**src/rtl/debug_display_scan.sv**
```systemverilog
// Debug display selector: manual select or timed auto-scan over NCH probe channels, with freeze/hold.
// Optional DISP_SNAPSHOT_EN: capture all channels on freeze and browse the captured bank while frozen.
module debug_display_scan #(
  parameter int          WIDTH   = 32,
  parameter int          NCH     = 8,
  parameter int          DWELL   = 50_000_000,
  parameter logic [31:0] ERR_PAT = 32'h3F,
  localparam int         SELW    = (NCH > 1) ? $clog2(NCH) : 1
) (
  input  logic                   clk,
  input  logic                   rst_n,
  input  logic [NCH*WIDTH-1:0]   ch_data,
  input  logic [SELW-1:0]        sel,
  input  logic                   auto_en,
  input  logic                   step,
  input  logic                   freeze,
  output logic [WIDTH-1:0]       display,
  output logic [SELW-1:0]        cur_ch,
  output logic                   frozen,
  output logic                   scan_wrap
);

  localparam int                CNTW     = (DWELL > 1) ? $clog2(DWELL) : 1;
  localparam logic [CNTW-1:0]   CNT_LAST = CNTW'(DWELL - 1);
  localparam logic [SELW-1:0]   CH_LAST  = SELW'(NCH - 1);
  localparam logic [SELW:0]     CH_LIM   = (SELW + 1)'(NCH);
  localparam logic [WIDTH-1:0]  ERR_W    = WIDTH'(ERR_PAT);

  typedef enum logic [1:0] {MANUAL, AUTO, FROZEN} state_t;

  state_t           state_q, state_d;
  logic [WIDTH-1:0] display_q, display_d;
  logic [SELW-1:0]  cur_ch_q, cur_ch_d;
  logic [CNTW-1:0]  cnt_q, cnt_d;
  logic             wrap_q, wrap_d;

  function automatic logic in_range(input logic [SELW-1:0] x);
    return {1'b0, x} < CH_LIM;
  endfunction

  // Wraps only from the last channel; an out-of-range index simply increments.
  function automatic logic [SELW-1:0] next_ch(input logic [SELW-1:0] x);
    return (x == CH_LAST) ? '0 : x + 1'b1;
  endfunction

  function automatic logic [WIDTH-1:0] pick(input logic [NCH*WIDTH-1:0] bank,
                                            input logic [SELW-1:0]      idx);
    logic [WIDTH-1:0] v;
    v = ERR_W;
    for (int k = 0; k < NCH; k++) begin
      if (idx == SELW'(k)) v = bank[k*WIDTH +: WIDTH];
    end
    return v;
  endfunction

`ifdef DISP_SNAPSHOT_EN
  logic [NCH*WIDTH-1:0] snap_q;

  always_ff @(posedge clk or negedge rst_n) begin
    if (!rst_n) begin
      snap_q <= '0;
    end else if (state_q != FROZEN && freeze) begin
      snap_q <= ch_data;
    end
  end
`endif

  always_comb begin
    state_d   = state_q;
    display_d = display_q;
    cur_ch_d  = cur_ch_q;
    cnt_d     = cnt_q;
    wrap_d    = 1'b0;
    if (state_q == FROZEN) begin
      if (!freeze) begin
        cnt_d = '0;
        if (auto_en) begin
          state_d = AUTO;
          if (!in_range(cur_ch_q)) cur_ch_d = '0;
        end else begin
          state_d = MANUAL;
        end
      end
`ifdef DISP_SNAPSHOT_EN
      else begin
        if (!auto_en)  cur_ch_d = sel;
        else if (step) cur_ch_d = next_ch(cur_ch_q);
        display_d = pick(snap_q, cur_ch_d);
      end
`endif
    end else if (freeze) begin
      state_d = FROZEN;
    end else if (auto_en) begin
      state_d = AUTO;
      if (state_q != AUTO) begin
        if (!in_range(cur_ch_q)) cur_ch_d = '0;
        cnt_d = '0;
      end else if (cnt_q == CNT_LAST || step) begin
        cur_ch_d = next_ch(cur_ch_q);
        cnt_d    = '0;
        wrap_d   = (cur_ch_q == CH_LAST);
      end else begin
        cnt_d = cnt_q + 1'b1;
      end
      display_d = pick(ch_data, cur_ch_d);
    end else begin
      state_d   = MANUAL;
      cur_ch_d  = sel;
      cnt_d     = '0;
      display_d = pick(ch_data, sel);
    end
  end

  always_ff @(posedge clk or negedge rst_n) begin
    if (!rst_n) begin
      state_q   <= MANUAL;
      display_q <= '0;
      cur_ch_q  <= '0;
      cnt_q     <= '0;
      wrap_q    <= 1'b0;
    end else begin
      state_q   <= state_d;
      display_q <= display_d;
      cur_ch_q  <= cur_ch_d;
      cnt_q     <= cnt_d;
      wrap_q    <= wrap_d;
    end
  end

  assign display   = display_q;
  assign cur_ch    = cur_ch_q;
  assign frozen    = (state_q == FROZEN);
  assign scan_wrap = wrap_q;

endmodule

```
**config.mk**
```make
export PLATFORM = sky130hd
export DESIGN_NAME = debug_display_scan
export DESIGN_NICKNAME = d
export VERILOG_FILES = /design/src/rtl/debug_display_scan.sv
export SDC_FILE = /design/constraint.sdc
export NUM_CORES = 1
export LEC_CHECK = 0
export CAP_MARGIN = 20
export CORE_MARGIN = 3
export CORE_UTILIZATION = 35
export CTS_CLUSTER_DIAMETER = 150
export CTS_CLUSTER_SIZE = 40
export DETAILED_ROUTE_END_ITERATION = 6
export PLACE_DENSITY = 0.65
export SYNTH_ARGS = -nofsm -noshare
export SYNTH_HDL_FRONTEND = slang
export SYNTH_SLANG_ARGS = --single-unit
```
**constraint.sdc**
```tcl
create_clock -name clk -period 3.7 [get_ports clk]
set_clock_uncertainty 0.15 [all_clocks]
set_input_delay 1.11 -clock clk [delete_from_list [all_inputs] [get_ports clk]]
set_output_delay 1.11 -clock clk [all_outputs]
set_load 0.05 [all_outputs]
```
* Word level (Yosys, flattened, before mapping) *
Cells that the tools add are included.

word-level totals
  output and inout port bits = 37
  bits in registers = 64
  logic and storage cells = 71
  bits of input ports = 264

operators by class
  multiplexer cells = 39
  equal/unequal tests = 19
  reduce and logical (&&, ||, !) cells = 4
  bitwise gates (word level) = 2
  add/sub/neg operators = 2

operators with widths
  operator               count
  $mux 32                17
  $mux 26                6
  $eq 3x3->1 const B     9
  $add 26x1->26 const B  1
  $eq 26x26->1 const B   1
  $mux 3                 7
  $eq 3x2->1 const B     4
  $eq 3x1->1 const B     2
  $logic_not 3->1        2
  $mux 1                 6
  $mux 2                 3
  $add 3x1->3 const B    1
  $eq 2x2->1 const B     1
  $ne 2x1->1 const B     1
  $ne 2x2->1 const B     1
  $not 1->1              2
  $reduce_and 2->1       1
  $logic_or 1x1->1       1

* Longest topological paths before layout *
  word-level depth = 17
  mapped depth = 12
  mapped depth without buffers = 9

* Worst setup path after synthesis *
No wires, ideal clock.

  path type = input-to-reg
  start = input port sel[1]
  end = register display_q[20], in the netlist display[20]
  arrival time = 2.713 ns
  buffers on the path = 3
  required time = 3.424 ns
  setup slack = 0.711 ns
  setup time = 0.126 ns
  stages = 8
  cell sequence = clkbuf_1 buf_2 buf_2 mux2_2 a221oi_1 o2111ai_1 o21ai_0 a21oi_1

on the way
  word-level cells in the longest chain between the ends = 10
  elaborated cells on any way between the ends = 17
  classes of those cells = eq/ne: 7; mux: 9; reduce/logical: 1

ends and longest elaborated chain
  element                RTL line  text
  start, declared        13        input logic [SELW-1:0] sel,
  $logic_not 3->1        51        if (idx == SELW'(k)) v = bank[k*WIDTH +: WIDTH];
  $mux 32 (7 in series)  51
  $mux 32 (*)            51
  $mux 32 (*)            93        end else if (auto_en) begin
  end signal, assigned   123       display_q <= display_d;
  end, declared          32        logic [WIDTH-1:0] display_q, display_d;

Mark *: on every way between the ends. The rest lies on a longest branch, timed or not.
A chain may end at the register's enable or synchronous reset.

* Worst setup path in the final report *
  start = input port step
  end = register display_q[2], in the netlist display[2]

on the way
  word-level cells in the longest chain between the ends = 16
  elaborated cells on any way between the ends = 23
  classes of those cells = eq/ne: 7; mux: 14; reduce/logical: 2

ends and longest elaborated chain
  element                RTL line  text
  start, declared        15        input logic step,
  $logic_or 1x1->1 (*)   98        end else if (cnt_q == CNT_LAST || step) begin
  $mux 3 (*)             98
  $mux 3 (*)             95        if (state_q != AUTO) begin
  $mux 3 (*)             93
  $mux 3 (*)             91        end else if (freeze) begin
  $mux 3 (*)             74        if (state_q == FROZEN) begin
  $logic_not 3->1        51
  $mux 32 (7 in series)  51
  $mux 32 (*)            51
  $mux 32 (*)            93

Mark *: on every way between the ends. The rest lies on a longest branch, timed or not. The select of a mux whose other input is x is not followed.

==> summary.md <==
| Metric | Value |
|---|---|
| Status | finished, final reports clean |
| Largest net degree at the start of global routing | 65 |
| Io pins | 301 |
| Net Count, Synth | 1280 |
| Cell count after synthesis | 1013 |
| Floorplan die area | between 20000 and 25000 µm² |
| GPL Wtd Cong | about 0.93 |
| CTS max path bufs | 2 |
| # setup viols final | 0 |
| Initial antenna violation count | 1 |
| Commonest non-fill, non-tap cell in the layout | clkdlybuf4s50_1 |
| Via density | 6.364 |
| Met3 wire length | 3792 µm |
| Synth cell types | 83 |
| Nets | 1541 |
| Sum of buffers and inverters on the critical path | 2 |
| Port bufs | 300 |
| CP endpoint kind | register |
| Fin crit share | 0.8834 |
| Most used DFF post-synth | dfrtp_1 |
| Reg clk slew, reported paths | 0.06 ns |
| End of the worst register-to-register path | display[2]$_DFFE_PN0P_ |
| WS Path Type | in2reg |
| Synth Cell Area | 7911 µm² |
| Drt wl/cell | 24.94 µm |
| ANT nets after route | 0 |
| Leakage power | 4.534 nW |
| Crit-path max FO | 33 |
| Crit-path slowest cell | clkdlybuf4s50_1 |
| Iter 0 DRT Violations | 958 |
| Met2 WL post-DR | between 15000 and 20000 µm |
| Final Slew Violations | 0 |
| CTS H-Tree Depth | 3 |
| Synthesized area per cell | between 7 and 8 µm² |
| RSZ-0062 raised after global routing | false |
| Worst slack, placed | 0.08926 ns |
| First-pass GRT wire length | 57690 µm |
| Cells on worst reg2reg path | 10 |
| WHS Path Cells | 2 |
| Vias in the first global route | 9471 |
| Power per cell area | 331.0 nW/µm² |
| Worst EP arrival | about 3.4 ns |
| Sink Count | 64 |
| Final core utilization | 0.5216 |
| Top sig layer | met4 |
| Worst skew pair latency | 0.35 ns |
| Final Hold Fails | 0 |
| Via Count | 9928 |
| PostCTS Resize Cnt | 0 |
| Dpl cell area | between 10000 and 15000 µm² |
| Worst vdd ir | around 0.21 mV |
| Most frequent cells in the layout | clkdlybuf4s50_1, o21ai_0, nand2_1 |
| Worst Tran Pin Value | 0.9627 ns |
| Hold bufs inserted after CTS | 0 |
| Seq. cell area | 1602 µm² |
| First-pass iteration count of the detailed router | 5 |
| EDFF count, synth | 0 |
| CTS tree | yes |
| DRC violations left | 0 |
| Relative slew slack | 0.3582 |
| CP delay by family, top | buffers and inverters |
| Root Buffer | clkbuf_16 |
| Final Cell Area | 11490 µm² |
| Post-CTS setup buffer count | 0 |
| CP Cell Sequence | clkdlybuf4s50_1, nand3b_1, and2_1, o21ai_4, nand2_4, buf_4, nor2_1, a211o_1, o31ai_1 |
| Post-synth ARST share | 1.000 |
| Core Box Area | 22030 µm² |
| Multi-input gate area | just under 6000 µm² |
| Max Freq | 305.9 MHz |
| Hpwl dp | 28550 µm |
| Gr ovfl total | 0 |
| Min Clock Period, post-route | 3.269 ns |
| Share of cells above drive strength 1 | 0.1056 |
| Critical R2R Launch | cur_ch[1]$_DFFE_PN0P_ |
| Hold path endpoint | display[0]$_DFFE_PN0P_ |
| Die Ht | 156.3 µm |
| Critical Path Start Type | input port |
| Die X | between 150 and 200 µm |
| Max Cap Viol | 0 |
| Crit-path max cell delay | 0.49 ns |
| Drt total wl | 38910 µm |
| Synth warnings | 0 |
| Final setup TNS | 0 ns |
| Tot GR Track Use | 0.3029 |
| Setup WS post-layout | approximately 0.43 ns |
| Min-Delay Path Class | reg2reg |
| Worst R2R Setup Slack | roughly 0.56 ns |
| Synth area leaders | dfrtp_1, mux2i_1, o21ai_0 |
| Sequential fraction of the synthesis area | 0.2024 |
| Row count | 54 |
| Starting Density | 0.3592 |
| Worst path required time | 3.81 ns |
| Met1 wire length | roughly 16000 µm |
| CTS Buf Count | 9 |
| Yosys top cell by area | dfrtp_1 |
| # fillers | 2052 |
| Hold Crit Start | display[0]$_DFFE_PN0P_ |
| Post-synth top area share | 0.2024 |
| Synth-to-layout area growth | 45.23% |
| FF+latch count, synth | 64 |
==> metrics by stage <==
stage / hold slack, ns / std cells / power [W]
after CTS: 0.3516 / 1559 / 0.003787
final: 0.3632 / 1560 / 0.003803
after floorplan: 0.3091 / 1013 / 0.002042
after global placement: 0.3250 / 1543 / 0.002907
after global routing: 0.3820 / 1560 / 0.003960
after detailed placement: 0.3378 / 1543 / 0.002917
==> report_power, final <==
group	internal (W)	total, W	switching [W]
Combinational	0.000861	0.00209	0.00122
Clock	0.000474	0.000860	0.000387
Sequential	0.000787	0.000857	0.0000697
Total	0.00212	0.00380	0.00168
==> Yosys cell counts, drive strengths merged (15+ instances only) <==
| cell type | instances |
|---|---|
| nand3 | 45 |
| buf | 44 |
| a31oi | 37 |
| mux2i | 63 |
| a32oi | 22 |
| o211a | 17 |
| dfrtp | 64 |
| nor2 | 52 |
| mux4 | 20 |
| inv | 16 |
| and3 | 15 |
| nor2b | 26 |
| nand2 | 114 |
| a21oi | 83 |
| clkbuf | 54 |
| a221oi | 26 |
| o21ai | 129 |
==> kinds of logic after synthesis <==
family                     Yosys count  synth area share
AOI/OAI and AO/OA                  426            0.3672
xor gates and xnor gates             1          0.001107
adders and majority gates            3          0.004745
buffers and inverters              114           0.06642
DFF                                 64            0.2024
muxes                               95            0.1574
and+or+nand+nor                    310            0.2007
==> worst register-to-register path, delay by kind of cell, from the launching register on <==
family	cells	cell delay (ns)
adders and majority gates	2	0.57
DFF	1	0.45
buffers and inverters	1	0.28
AOI/OAI and AO/OA	3	0.66
and+or+nand+nor	4	0.94
==> worst max-delay path by stage <==
stage	slack, ns	from	depth (start not counted)	end
after floorplan	0.71	sel[1]	8	display[20]$_DFFE_PN0P_
after global placement	0.14	step	9	display[3]$_DFFE_PN0P_
after detailed placement	0.09	step	9	display[2]$_DFFE_PN0P_
after CTS	0.45	step	9	display[2]$_DFFE_PN0P_
after global routing	0.24	step	9	display[3]$_DFFE_PN0P_
final	0.43	step	9	display[2]$_DFFE_PN0P_
==> state kept, by name, summed over array words and instances, names as in the netlist <==
register and count:
cnt_q 26, state_q 2, cur_ch 3, scan_wrap 1, display 32
==> layout make-up <==
cell class	instances	share of cell area
Tap cell	280	0.03049
Antenna cell	1	0.0002178
Inverter	16	0.005227
Multi-Input combinational cell	835	0.5044
Sequential cell	64	0.1394
Clock buffer	10	0.02080
Clock inverter	6	0.003920
Timing Repair Buffer	348	0.2955
==> metal layers <==
metal  vias to the layer above  track usage
met2                       638       0.4666
met5                         -            0
li1                       4454            -
met1                      4746       0.4207
met3                        90      0.05614
met4                         0       0.1184
(Power assumes the default switching activity.)
==> RTL change 1, RTL diff (same flow settings) <==
The parameter `NCH` goes from 8 to 16.
--- a/src/rtl/debug_display_scan.sv
+++ b/src/rtl/debug_display_scan.sv
@@ -2,7 +2,7 @@
 // Optional DISP_SNAPSHOT_EN: capture all channels on freeze and browse the captured bank while frozen.
 module debug_display_scan #(
   parameter int          WIDTH   = 32,
-  parameter int          NCH     = 8,
+  parameter int          NCH     = 16,
   parameter int          DWELL   = 50_000_000,
   parameter logic [31:0] ERR_PAT = 32'h3F,
   localparam int         SELW    = (NCH > 1) ? $clog2(NCH) : 1
Interface: changed (resized ch_data, cur_ch and sel); port bits go from 301 to 559. The function was not compared with the original's and may differ.
==> RTL change 1 against the original RTL <==
The run now ends with DRC, setup timing left. Wire length is 140% higher. Via count is 110% higher. First-iteration DRC count grew to 4.3 times the old value. Sequential cell count is 1 higher. Utilization is 16 points higher. Sequential share of layout area is 6.6 points lower. Die area is 45% higher. Synthesized cell count is 60% higher. Synthesized area is 47% higher. Total power is 88% higher. Cell area is 92% higher. Setup slack worse by 0.64 ns. Hold slack worse by 0.029 ns. Critical path type is now reg2reg. Critical endpoint is now display[0]. Largest cell class unchanged.
==> RTL change 1: results (changes against the original RTL) <==
Final HPWL DP 75770 um (+170%); dpl ws -0.7929 ns (-0.8822 ns); Worst Path Max Fanout 6 (-82%); VDD IR max 0.2134 mV (-0.74%); DRT iter0 DRCs 4077 (+330%); Setup Crit Path Kind reg2reg; failing checks DRC, setup timing; Syn Nets 2145 (+68%); Worst slew margin 51.35% (+16 points); outcome finished with violations; clock-pin slew on the worst setup and hold paths 0.07 ns; largest net degree at the start of global routing 36 (-45%); gr usage total 50.06% (+20 points); worst r2r src cnt_q[9]; setup tns final -1.957 ns (-1.957 ns); fin nets 2966 (+92%); slowest CP cell a222oi_1; fin worst setup slack -0.2089 ns (-0.6403 ns); P_leak 8.546 nW (+88%); Largest stage delay, worst path 0.57 ns (+0.08 ns); max reg flops 32 (unchanged); GPL Wtd Cong 1.122 (+21%); vias in the first global route 19370 (+100%); final wirelength 95160 um (+140%); share of flip-flops with an asynchronous set or reset 100.0% (unchanged); drt pass-1 iters 7 (+2); vias per cell 7.074 (+11%); post-synthesis cell type count 92 (+11%); first-pass GRT wire length 132500 um (+130%); antenna violations before repair 17 (+16); hold path start cnt_q[23]; Residual DRC 3 (+3); Post-synth top cells 162 x o21ai_0, 161 x nand2_1, 152 x nor2_1; top cells by area, synth dfrtp_1 14%, o21ai_0 7.0%, o22ai_1 6.0%; share of layout cells above drive strength 1 26.51% (+16 points); EDFF count, synth 0 (unchanged); post-synthesis sequential area ratio 14.00% (-6.2 points); Final Setup Violations 27 (+27); Crit path arrival time 4.03 ns (+0.65 ns); Port Buffers 558 (+86%)
## RTL change 1: layer usage
layer	wire, um	vias up	track usage (%)	share of wire [%]
li1	-	8190	-	-
met1	33540	9469	64.40	35
met2	39200	2366	72.73	41
met3	16090	513	20.54	17
met4	6275	6	23.78	6.6
met5	54	-	0	0.057
## RTL change 1: per-stage QoR
stage	hold slack, ns	instances	instance area (um^2)
after floorplan	0.2907	1622	11630
final	0.3343	2904	22080
after global placement	0.3104	2813	20190
after CTS	0.3342	2859	21180
after global routing	0.3580	2904	22080
after detailed placement	0.3256	2813	20190
## RTL change 1: final timing paths
kind	endpoint	slack (ns)	depth (start not counted)
max in group asynchronous	display[11]	2.03	2
worst max register to register	display[0]	-0.21	13
worst min register to register	cnt_q[23]	0.33	1
worst min-delay path	cnt_q[23]	0.33	1
worst max-delay path	display[0]	-0.21	13
min in group asynchronous	cnt_q[6]	0.65	1
## RTL change 1: logic make-up (layout without fill, tap and decap cells)
kind of cell / count (synthesis) / after routing / share of synthesized area (%)
AO/OA/AOI/OAI: 756 / 757 / 45.31
AND/OR/NAND/NOR: 515 / 515 / 21.05
buffers and inverters: 178 / 1001 / 6.773
multiplexers: 100 / 102 / 12.07
flip-flops: 65 / 65 / 14.00
XOR/XNOR: 6 / 6 / 0.5816
adder cells (fa/ha/maj): 2 / 2 / 0.2153
other: 0 / 14 / 0
## RTL change 1: what timing repair did
item | 4_1_cts | 5_1_grt
hold buffers | 0 | 0
gates cloned | 4 | 4
setup buffers | 30 | 29
pin swaps | 27 | 39
resized for setup | 79 | 132
setup endpoints to repair | 31 | 32
## RTL change 1: layout make-up
cell class	instances	area [um^2]
inverter	15	56.30
antenna	14	35.03
multi-input combinational	1382	10150
timing repair buffer	970	9353
sequential	65	1627
clock inverter	7	83.83
fill	2709	10540
tap	442	553.0
clock buffer	9	225.2
## RTL change 1: worst max-delay path: cells and delay by family (launching register included)
kind                      cells  cell delay [ns]
buffers and inverters         4             0.71
DFF                           1             0.38
and+or+nand+nor               3             1.15
xor gates and xnor gates      1             0.26
muxes                         1             0.15
AOI/OAI and AO/OA             4             1.00
## RTL change 1: power by group
part	switching, W	internal, W	total (W)
clock network	0.000406	0.000537	0.000943
registers	0.000107	0.000820	0.000927
logic	0.00288	0.00239	0.00527
==> RTL change 2, RTL diff (same flow settings) <==
Made on the original files. Remove the register `wrap_q`: a continuous assignment takes its place, so the output `scan_wrap` follows one clock earlier.
--- a/src/rtl/debug_display_scan.sv
+++ b/src/rtl/debug_display_scan.sv
@@ -117,15 +117,15 @@
       display_q <= '0;
       cur_ch_q  <= '0;
       cnt_q     <= '0;
-      wrap_q    <= 1'b0;
     end else begin
       state_q   <= state_d;
       display_q <= display_d;
       cur_ch_q  <= cur_ch_d;
       cnt_q     <= cnt_d;
-      wrap_q    <= wrap_d;
     end
   end
+
+  assign wrap_q = wrap_d;
 
   assign display   = display_q;
   assign cur_ch    = cur_ch_q;
Behaviour: not the same (a bounded check fails within 4 cycles, from zero or initial values and one cycle with rst_n low).
==> RTL change 2 against the original RTL <==
Count of clock-buffer cells in the layout did not move. Clock power increased by 9.3%. Synthesized area down 0.32%. Critical path type is now in2out. Setup slack lost 0.23 ns. Cell area increased by 0.97%. Wire length rose by 1.8%. Total power grew 2.9%. Sequential cell count shrank 1.
==> RTL change 2: results (changes against the original RTL) <==
GPL Wtd Cong 0.9216 (-0.82%); largest net degree at the start of global routing 64 (-1.5%); DRT iter0 DRCs 985 (+2.8%); Final HPWL DP 28710 um (+0.57%); min Tclk post-route 3.497 ns (+0.2287 ns); VDD IR max 0.1945 mV (-9.5%); TritonCTS buffer count 9 (unchanged); Post-synth top cells 116 x o21ai_0, 112 x nand2_1, 81 x a21oi_1; share of flip-flops with an asynchronous set or reset 100.0% (unchanged); Post-Route M1 WL 16030 um (+0.12%); switching power 0.001708 W (+1.6%); gr usage total 30.43% (+0.15 points); Post-CTS Setup Bufs 0 (unchanged); grt met2 use 45.86% (-0.81 points); vias in the first global route 9492 (+0.22%); dpl ws 0.08850 ns (-0.0007601 ns); Skew-Pair Late Insertion Delay 0.35 ns (about the same); Port Buffers 300 (unchanged); R2R depth 10 (unchanged); CTS H-tree depth 3 (unchanged); P_leak 4.584 nW (+1.1%); R2R Setup Slk 0.66 ns (+0.10 ns); Global Route met1 Usage 40.87% (-1.2 points); slowest CP cell clkdlybuf4s50_1; crit path to scan_wrap; Synth Area in Adders 0.4760% (+0.0015 points); vias per cell 6.418 (+0.84%); antenna violations before repair 8 (+7); utilization after layout 52.83% (+0.67 points); Compound-Gate Fraction of Synth Area 36.84% (+0.12 points); switching share of power 43.66% (-0.54 points); clock-pin slew on the worst setup and hold paths 0.06 ns (about the same); Crit path arrival time 2.24 ns (-1.14 ns); worst hold margin 0.3543 ns (-0.008901 ns); share of layout cells above drive strength 1 11.00% (+0.44 points); met3 wire len 4341 um (+14%); Cell Area, Placed 11280 um^2 (+0.71%); Worst Path Max Fanout 5 (-85%); xor and xnor area share after synthesis 0.1111% (+0.00035 points); Largest stage delay, worst path 0.49 ns (about the same); Post-Synthesis Cells 1012 (-0.099%); met3 Use GR 8.433% (+2.8 points); outcome completed; max reg flops 32 (unchanged); post-synthesis cell type count 83 (unchanged); Top Metal Used met5; Clock power frac 24.0% (+1.4 points); Syn Nets 1279 (-0.078%); worst r2r src cur_ch[1]; post-synthesis sequential area ratio 19.99% (-0.25 points); total number of vias 10050 (+1.2%); first-pass GRT wire length 57590 um (-0.18%); WL met2 17370 um (-1.9%); top cells by area, synth dfrtp_1 20%, mux2i_1 7.7%, o21ai_0 7.4%; Worst slew margin 36.54% (+0.72 points); placed insts 1546 (+0.19%); mux contribution to synthesized area 15.79% (+0.050 points); filler instances 2036 (-0.78%); mean routed wirelength per cell 25.28 um (+1.4%)
==> RTL change 2: changes by cell type in the layout (fill, tap and decap cells not counted), sizes merged <==
cell | before | now
inv | 16 | 17
diode | 1 | 4
buf | 53 | 58
clkdlybuf4s50 | 295 | 294
dfrtp | 64 | 63
bufinv | 0 | 1
clkinvlp | 3 | 1
==> RTL change 2: logic make-up after synthesis <==
| family | Yosys count |
|---|---|
| simple gates | 310 |
| xor+xnor | 1 |
| buf+inv | 114 |
| mux | 95 |
| fa+ha+maj | 3 |
| flops | 63 |
| compound gates | 426 |
==> RTL change 2: final cells by class <==
type	count	share of cell area (%)
Inverter	16	0.5177
Clock inverter	6	0.5932
Tap cell	280	3.020
Sequential cell	63	13.59
Timing Repair Buffer	352	30.16
Clock buffer	10	2.060
Antenna cell	4	0.08628
Multi-Input combinational cell	835	49.98
==> RTL change 2: tightest hold or removal path: cells and delay by family, from the launching register on <==
family	cells	cell delay [ns]
compound gates	2	0.12
flops	1	0.35
